===== config.mk =====
export PLATFORM = sky130hd
export DESIGN_NAME = hilo_muldiv_unit_flat
export DESIGN_NICKNAME = d
export VERILOG_FILES = /design/src/rtl/hilo_muldiv_unit_if.sv /design/src/rtl/hilo_muldiv_unit.sv /design/src/flat_wrapper.sv
export SDC_FILE = /design/constraint.sdc
export NUM_CORES = 2
export LEC_CHECK = 0
export ABC_AREA = 1
export CORE_MARGIN = 2
export CORE_UTILIZATION = 46
export CTS_CLUSTER_DIAMETER = 30
export DETAILED_ROUTE_END_ITERATION = 10
export MAX_ROUTING_LAYER = met4
export PLACE_DENSITY = 0.64
export SYNTH_ARGS = -nofsm -noshare
export SYNTH_HDL_FRONTEND = slang
export SYNTH_SLANG_ARGS = --single-unit
export TNS_END_PERCENT = 5

===== constraint.sdc =====
create_clock -name clk -period 16.6 [get_ports clk]
set_clock_uncertainty 0.1 [all_clocks]
set_input_delay 2.49 -clock clk [delete_from_list [all_inputs] [get_ports clk]]
set_output_delay 2.49 -clock clk [all_outputs]
set_load 0.005 [all_outputs]

===== src/rtl/hilo_muldiv_unit_if.sv =====
// Execute-stage <-> HI/LO multiply/divide unit connection.
// Latency: none (wires only).
// Backpressure: the master holds start/wr_hi/wr_lo off while busy is high.
//
// master: execute stage (drives flush, start, op, a, b, wr_hi, wr_lo, wdata)
// slave : hilo_muldiv_unit (drives busy, done, dbz, hi, lo)
interface hilo_muldiv_unit_if #(
    parameter int WIDTH = 32
);
    logic             flush;
    logic             start;
    logic [1:0]       op;
    logic [WIDTH-1:0] a;
    logic [WIDTH-1:0] b;
    logic             wr_hi;
    logic             wr_lo;
    logic [WIDTH-1:0] wdata;
    logic             busy;
    logic             done;
    logic             dbz;
    logic [WIDTH-1:0] hi;
    logic [WIDTH-1:0] lo;

    modport master (
        output flush, start, op, a, b, wr_hi, wr_lo, wdata,
        input  busy, done, dbz, hi, lo
    );

    modport slave (
        input  flush, start, op, a, b, wr_hi, wr_lo, wdata,
        output busy, done, dbz, hi, lo
    );
endinterface


===== src/rtl/hilo_muldiv_unit.sv =====
// Multi-cycle MULT/MULTU/DIV/DIVU engine owning HI/LO, plus MTHI/MTLO writes.
// Latency: start in cycle k -> done in k+1+MUL_CYCLES (mul) or k+1+WIDTH (div).
// Backpressure: busy=1 outside IDLE; start and HI/LO writes are ignored then.
//
// Ports: clk, rst (sync, active-high); bus (slave modport): flush/start/op/a/b in,
// wr_hi/wr_lo/wdata in, busy/done/dbz/hi/lo out.
module hilo_muldiv_unit #(
    parameter int WIDTH      = 32,
    parameter int MUL_CYCLES = 1
) (
    input  logic              clk,
    input  logic              rst,
    hilo_muldiv_unit_if.slave bus
);
    localparam int CNT_MAX = (WIDTH > MUL_CYCLES) ? WIDTH : MUL_CYCLES;
    localparam int CW      = $clog2(CNT_MAX + 1);

    typedef enum logic [1:0] {IDLE, MUL, DIV, DONE} state_t;

    state_t             state, state_nxt;
    logic [CW-1:0]      cnt;
    logic [WIDTH-1:0]   hi_q, lo_q;
    logic               dbz_q;
    logic [WIDTH-1:0]   a_q;       // raw dividend, returned in HI on divide-by-zero
    logic [WIDTH-1:0]   div_d;     // divisor magnitude
    logic [WIDTH-1:0]   div_quo;   // dividend shifts out the top, quotient bits shift in
    logic [WIDTH-1:0]   div_rem;
    logic               neg_q, neg_r;
    logic [2*WIDTH-1:0] mul_pipe [MUL_CYCLES];

    logic               accept, mul_last, div_last, commit;
    logic               is_signed;
    logic [2*WIDTH-1:0] a_ext, b_ext, prod;
    logic [WIDTH-1:0]   a_mag, b_mag;
    logic [WIDTH:0]     rem_sh, rem_diff;
    logic               ge;
    logic [WIDTH-1:0]   rem_nxt, quo_nxt, quo_fix, rem_fix;

    assign accept   = (state == IDLE) && bus.start && !bus.flush;
    assign mul_last = (state == MUL) && (cnt == CW'(MUL_CYCLES - 1));
    assign div_last = (state == DIV) && (cnt == CW'(WIDTH - 1));
    // Results land on the edge that enters DONE, unless this cycle is flushed.
    assign commit   = (mul_last || div_last) && !bus.flush;

    // Operand preparation from the raw inputs in the accept cycle.
    always_comb begin
        is_signed = ~bus.op[0];
        a_ext = is_signed ? {{WIDTH{bus.a[WIDTH-1]}}, bus.a} : {{WIDTH{1'b0}}, bus.a};
        b_ext = is_signed ? {{WIDTH{bus.b[WIDTH-1]}}, bus.b} : {{WIDTH{1'b0}}, bus.b};
        // Low 2*WIDTH bits of the extended product are correct for both signednesses.
        prod  = a_ext * b_ext;
        a_mag = (is_signed && bus.a[WIDTH-1]) ? -bus.a : bus.a;
        b_mag = (is_signed && bus.b[WIDTH-1]) ? -bus.b : bus.b;
    end

    // One restoring-divide step. Because rem < divisor always holds, the
    // borrow out of rem_diff is exactly "shifted remainder < divisor".
    always_comb begin
        rem_sh   = {div_rem, div_quo[WIDTH-1]};
        rem_diff = rem_sh - {1'b0, div_d};
        ge       = ~rem_diff[WIDTH];
        rem_nxt  = ge ? rem_diff[WIDTH-1:0] : rem_sh[WIDTH-1:0];
        quo_nxt  = {div_quo[WIDTH-2:0], ge};
        // Most-negative / -1 falls out naturally: magnitude 2^(W-1) negates to itself.
        quo_fix  = neg_q ? -quo_nxt : quo_nxt;
        rem_fix  = neg_r ? -rem_nxt : rem_nxt;
    end

    always_ff @(posedge clk) begin
        if (rst) begin
            state <= IDLE;
        end else begin
            state <= state_nxt;
        end
    end

    always_comb begin
        state_nxt = state;
        case (state)
            IDLE:    if (accept) state_nxt = bus.op[1] ? DIV : MUL;
            MUL:     if (mul_last) state_nxt = DONE;
            DIV:     if (div_last) state_nxt = DONE;
            DONE:    state_nxt = IDLE;
            default: state_nxt = IDLE;
        endcase
        if (bus.flush) begin
            state_nxt = IDLE;
        end
    end

    always_ff @(posedge clk) begin
        if (rst) begin
            cnt     <= '0;
            hi_q    <= '0;
            lo_q    <= '0;
            dbz_q   <= 1'b0;
            a_q     <= '0;
            div_d   <= '0;
            div_quo <= '0;
            div_rem <= '0;
            neg_q   <= 1'b0;
            neg_r   <= 1'b0;
            for (int i = 0; i < MUL_CYCLES; i++) begin
                mul_pipe[i] <= '0;
            end
        end else begin
            if (accept) begin
                cnt     <= '0;
                a_q     <= bus.a;
                div_d   <= b_mag;
                div_quo <= a_mag;
                div_rem <= '0;
                neg_q   <= is_signed && (bus.a[WIDTH-1] ^ bus.b[WIDTH-1]);
                neg_r   <= is_signed && bus.a[WIDTH-1];
                mul_pipe[0] <= prod;
            end else if (state == MUL || state == DIV) begin
                cnt <= cnt + CW'(1);
            end

            if (state == DIV) begin
                div_rem <= rem_nxt;
                div_quo <= quo_nxt;
            end

            // Product advances one stage per cycle; the last stage is valid
            // in the final MUL cycle.
            for (int i = 1; i < MUL_CYCLES; i++) begin
                mul_pipe[i] <= mul_pipe[i-1];
            end

            if (commit) begin
                if (state == MUL) begin
                    {hi_q, lo_q} <= mul_pipe[MUL_CYCLES-1];
                end else if (div_d == '0) begin
                    hi_q <= a_q;
                    lo_q <= '1;
                end else begin
                    hi_q <= rem_fix;
                    lo_q <= quo_fix;
                end
            end else if (state == IDLE) begin
                if (bus.wr_hi) hi_q <= bus.wdata;
                if (bus.wr_lo) lo_q <= bus.wdata;
            end

            dbz_q <= commit && div_last && (div_d == '0);
        end
    end

    assign bus.busy = (state != IDLE);
    assign bus.done = (state == DONE);
    assign bus.dbz  = dbz_q;
    assign bus.hi   = hi_q;
    assign bus.lo   = lo_q;
endmodule

===== src/flat_wrapper.sv =====
// flat-port wrapper written by rule: the top's interface ports become plain ports
module hilo_muldiv_unit_flat 
#(
    parameter int WIDTH      = 32,
    parameter int MUL_CYCLES = 1
)
  (clk, rst, bus_flush, bus_start, bus_op, bus_a, bus_b, bus_wr_hi, bus_wr_lo, bus_wdata, bus_busy, bus_done, bus_dbz, bus_hi, bus_lo);
  hilo_muldiv_unit_if #(.WIDTH(WIDTH)) bus_i ();
  input  logic clk;
  input  logic rst;
  input wire logic [$bits(bus_i.flush)-1:0] bus_flush;
  input wire logic [$bits(bus_i.start)-1:0] bus_start;
  input wire logic [$bits(bus_i.op)-1:0] bus_op;
  input wire logic [$bits(bus_i.a)-1:0] bus_a;
  input wire logic [$bits(bus_i.b)-1:0] bus_b;
  input wire logic [$bits(bus_i.wr_hi)-1:0] bus_wr_hi;
  input wire logic [$bits(bus_i.wr_lo)-1:0] bus_wr_lo;
  input wire logic [$bits(bus_i.wdata)-1:0] bus_wdata;
  output wire logic [$bits(bus_i.busy)-1:0] bus_busy;
  output wire logic [$bits(bus_i.done)-1:0] bus_done;
  output wire logic [$bits(bus_i.dbz)-1:0] bus_dbz;
  output wire logic [$bits(bus_i.hi)-1:0] bus_hi;
  output wire logic [$bits(bus_i.lo)-1:0] bus_lo;
  assign bus_i.flush = bus_flush;
  assign bus_i.start = bus_start;
  assign bus_i.op = bus_op;
  assign bus_i.a = bus_a;
  assign bus_i.b = bus_b;
  assign bus_i.wr_hi = bus_wr_hi;
  assign bus_i.wr_lo = bus_wr_lo;
  assign bus_i.wdata = bus_wdata;
  assign bus_busy = bus_i.busy;
  assign bus_done = bus_i.done;
  assign bus_dbz = bus_i.dbz;
  assign bus_hi = bus_i.hi;
  assign bus_lo = bus_i.lo;
  hilo_muldiv_unit #(.WIDTH(WIDTH), .MUL_CYCLES(MUL_CYCLES)) u_core (.clk(clk), .rst(rst), .bus(bus_i));
endmodule

==> flow_metrics.env <==
export IMPL_yosys_warnings=0
export IMPL_critPathSlowestCell="clkinv_1"
export IMPL_die_h_um=382.9
export IMPL_syn_avg_cell_area_um2=7.752
export IMPL_placementRows=139
export IMPL_cp_max_fo=28
export IMPL_final_layout_size_suffix_gt1_share_pct=3.909
export IMPL_dp_hpwl_um=192600
export IMPL_grt_pass1_vias=57800
export IMPL_tritoncts="built"
export IMPL_slowest_delay_ps=1050
export IMPL_clock_sinks=267
export IMPL_grt_busiest_layer="met2"
export IMPL_synth_top_area_share_pct=42.93
export IMPL_required_ps=16870
export IMPL_syn_num_nets=10400
export IMPL_root_buffer="clkbuf_16"
export IMPL_clk_latency_ps=630
export IMPL_routed_via_density=5.262
export IMPL_setup_viol=0
export IMPL_hold_path_class="flop to flop"
export IMPL_path_clk_slew_ps=50
export IMPL_drt_pass1_iterations=8
export IMPL_rsz0062_at_grt="false"
export IMPL_met1_usage_pct=43.45
export IMPL_die_area_um2=146600
export IMPL_worstSetupPathType="input pin to flop"
export IMPL_place_gp_congestion=1.047
export IMPL_synth_top_area_cell="fa_1"
export IMPL_design_portCount=171
export IMPL_synth_area_top_cells="fa_1 43%, inv_1 14%, nand2_1 11%"
export IMPL_report_final_slew_viol_count=0
export IMPL_ys_types=64
export IMPL_numCtsBuffers=58
export IMPL_cts_buffer_depth=3
export IMPL_status="complete, no violations"
export IMPL_io_buffers=170
export IMPL_hold_violations=0
export IMPL_drtAntennaViolNets=0
export IMPL_antenna_found_initial=16
export IMPL_cts_repair_resized=0
export IMPL_drc=0
export IMPL_syn_cell_area_um2=66040
export IMPL_postCtsHoldBufs=0
export IMPL_cp_arrival_ps=13510
export IMPL_die_x_um=382.9
export IMPL_drtIter0Drc=5074
export IMPL_final_period_utilization_pct=79.75
export IMPL_setup_worst_path_start_class="input pin"
export IMPL_postCtsSetupBuffers=0
export IMPL_grt_ovfl_total=0
export IMPL_coreArea_um2=143100
export IMPL_met3_usage_pct=3.919
export IMPL_grt_max_degree=68
export IMPL_yosysSeqAreaShare_pct=9.064
export IMPL_start_util_pct=46.14
export IMPL_synth_seq_cells=267
export IMPL_wl_um=236100
export IMPL_fin_nets=10350
export IMPL_final_setup_tns_ps=0
export IMPL_grt_pass1_wl_um=359600
export IMPL_end_kind="flop"
export IMPL_grtUsageMet2_pct=54.55
export IMPL_fin_crit_ps=13240
export IMPL_relSlewSlack_pct=20.46
export IMPL_worstMarginPinSlew_ps=1178
export IMPL_htree_levels=2
export IMPL_routedWlPerCell_um=22.64
export IMPL_num_vias=54890
export IMPL_grt_usage_pct=33.91
export IMPL_areaGrowthSynthToFinish_pct=7.958
export IMPL_crit_top_cell="fa_1"
export IMPL_synth_cells=8519
export IMPL_clock_fmax_mhz=75.54
export IMPL_drv_cap=0
[worst paths after layout]
check | from | slack (ps) | to | cells after the start
setup / recovery | bus_op[0] | 3360 | u_core.mul_pipe[0][57] | 32
setup reg to reg | u_core.div_d[0] | 11340 | u_core.bus.lo[30] | 30
hold / removal | u_core.a_q[31] | 350 | u_core.a_q[31] | 2
hold reg to reg | u_core.a_q[31] | 350 | u_core.a_q[31] | 2
[layout by cell type, fill, tap and decap left out, drive strengths merged, types with 57 or more instances in the layout]
master | netlist | layout
inv | 2498 | 2510
nand3 | 172 | 172
edfxtp | 64 | 64
dfxtp | 203 | 203
clkdlybuf4s50 | 0 | 134
fa | 1416 | 1416
nand2 | 1912 | 1912
o21ai | 291 | 291
ha | 359 | 359
clkbuf | 303 | 66
nor2 | 432 | 432
a21oi | 342 | 342
xor2 | 57 | 57
buf | 73 | 133
[sequential cells by signal, summed over array words and instances, names as in the netlist]
register,cells
u_core.a_q,32
u_core.bus.dbz,1
u_core.bus.hi,32
u_core.bus.lo,32
u_core.cnt,6
u_core.div_d,32
u_core.div_quo,32
u_core.div_rem,32
u_core.mul_pipe,64
u_core.neg_q,1
u_core.neg_r,1
u_core.state,2
[synth_stat cells, drive strengths merged]
| cell type | number |
|---|---|
| a21bo | 1 |
| a21boi | 6 |
| a21o | 12 |
| a21oi | 342 |
| a221o | 1 |
| a221oi | 5 |
| a22o | 6 |
| a31oi | 54 |
| a41oi | 1 |
| and2 | 2 |
| and3 | 2 |
| buf | 73 |
| clkbuf | 303 |
| clkinv | 5 |
| dfxtp | 203 |
| edfxtp | 64 |
| fa | 1416 |
| ha | 359 |
| inv | 2498 |
| nand2 | 1912 |
| nand3 | 172 |
| nand3b | 10 |
| nand4 | 32 |
| nor2 | 432 |
| nor3 | 51 |
| nor3b | 1 |
| nor4 | 17 |
| o2111ai | 1 |
| o211ai | 17 |
| o21a | 37 |
| o21ai | 291 |
| o21bai | 10 |
| o221a | 1 |
| o221ai | 13 |
| o22ai | 34 |
| o2bb2ai | 1 |
| o311ai | 1 |
| o31ai | 4 |
| o41ai | 1 |
| or2 | 14 |
| or3 | 1 |
| or4 | 1 |
| xnor2 | 55 |
| xor2 | 57 |
[per-layer routing]
metal	share of wire (%)	routed length, µm	vias to the layer above
met2	47	110300	2344
met4	5.3	12430	0
met1	40	95370	27570
met5	0	0	-
met3	7.6	18000	466
li1	-	-	24510
[critical path, delay by kind of cell]
family	cells	cell delay [ps]
AO/OA/AOI/OAI	5	1830
buffers and inverters	10	2270
adder cells (fa/ha/maj)	11	4840
AND/OR/NAND/NOR	6	2020
[cell families (layout without fill, tap and decap cells)]
family / after synthesis / count (layout) / share of synthesized area [%]
simple gates: 2647 / 2647 / 16.14
compound gates: 839 / 839 / 7.120
flops: 267 / 267 / 9.064
buf+inv: 2879 / 2878 / 16.46
fa+ha+maj: 1775 / 1775 / 49.73
xor+xnor: 112 / 112 / 1.485
other cells: 0 / 10 / 0
[cell type report]
class                           instances  area, µm²
Antenna cell                           10      25.02
Clock buffer                           66       1534
Clock inverter                         42      486.7
Fill cell                           14020      71840
Inverter                             2503       9398
Multi-Input combinational cell       5373      49230
Sequential cell                       267       5986
Tap cell                             1903       2381
Timing Repair Buffer                  267       2250
[metrics by stage]
stage	area, µm²	setup WS (ps)	hold WS [ps]	util, %	instances
2_1_floorplan	66040	5163	319.1	-	8519
3_3_place_gp	69250	2925	330.2	48.38	10310
6_report	71290	3362	345.6	49.81	10430
4_1_cts	71270	3498	345.7	49.79	10420
5_1_grt	71280	2811	384.2	49.80	10430
3_5_place_dp	69250	2846	334.5	48.38	10310
Power is not shown: default switching activity piles up to over one toggle a cycle in this logic, so the estimate is an artifact.
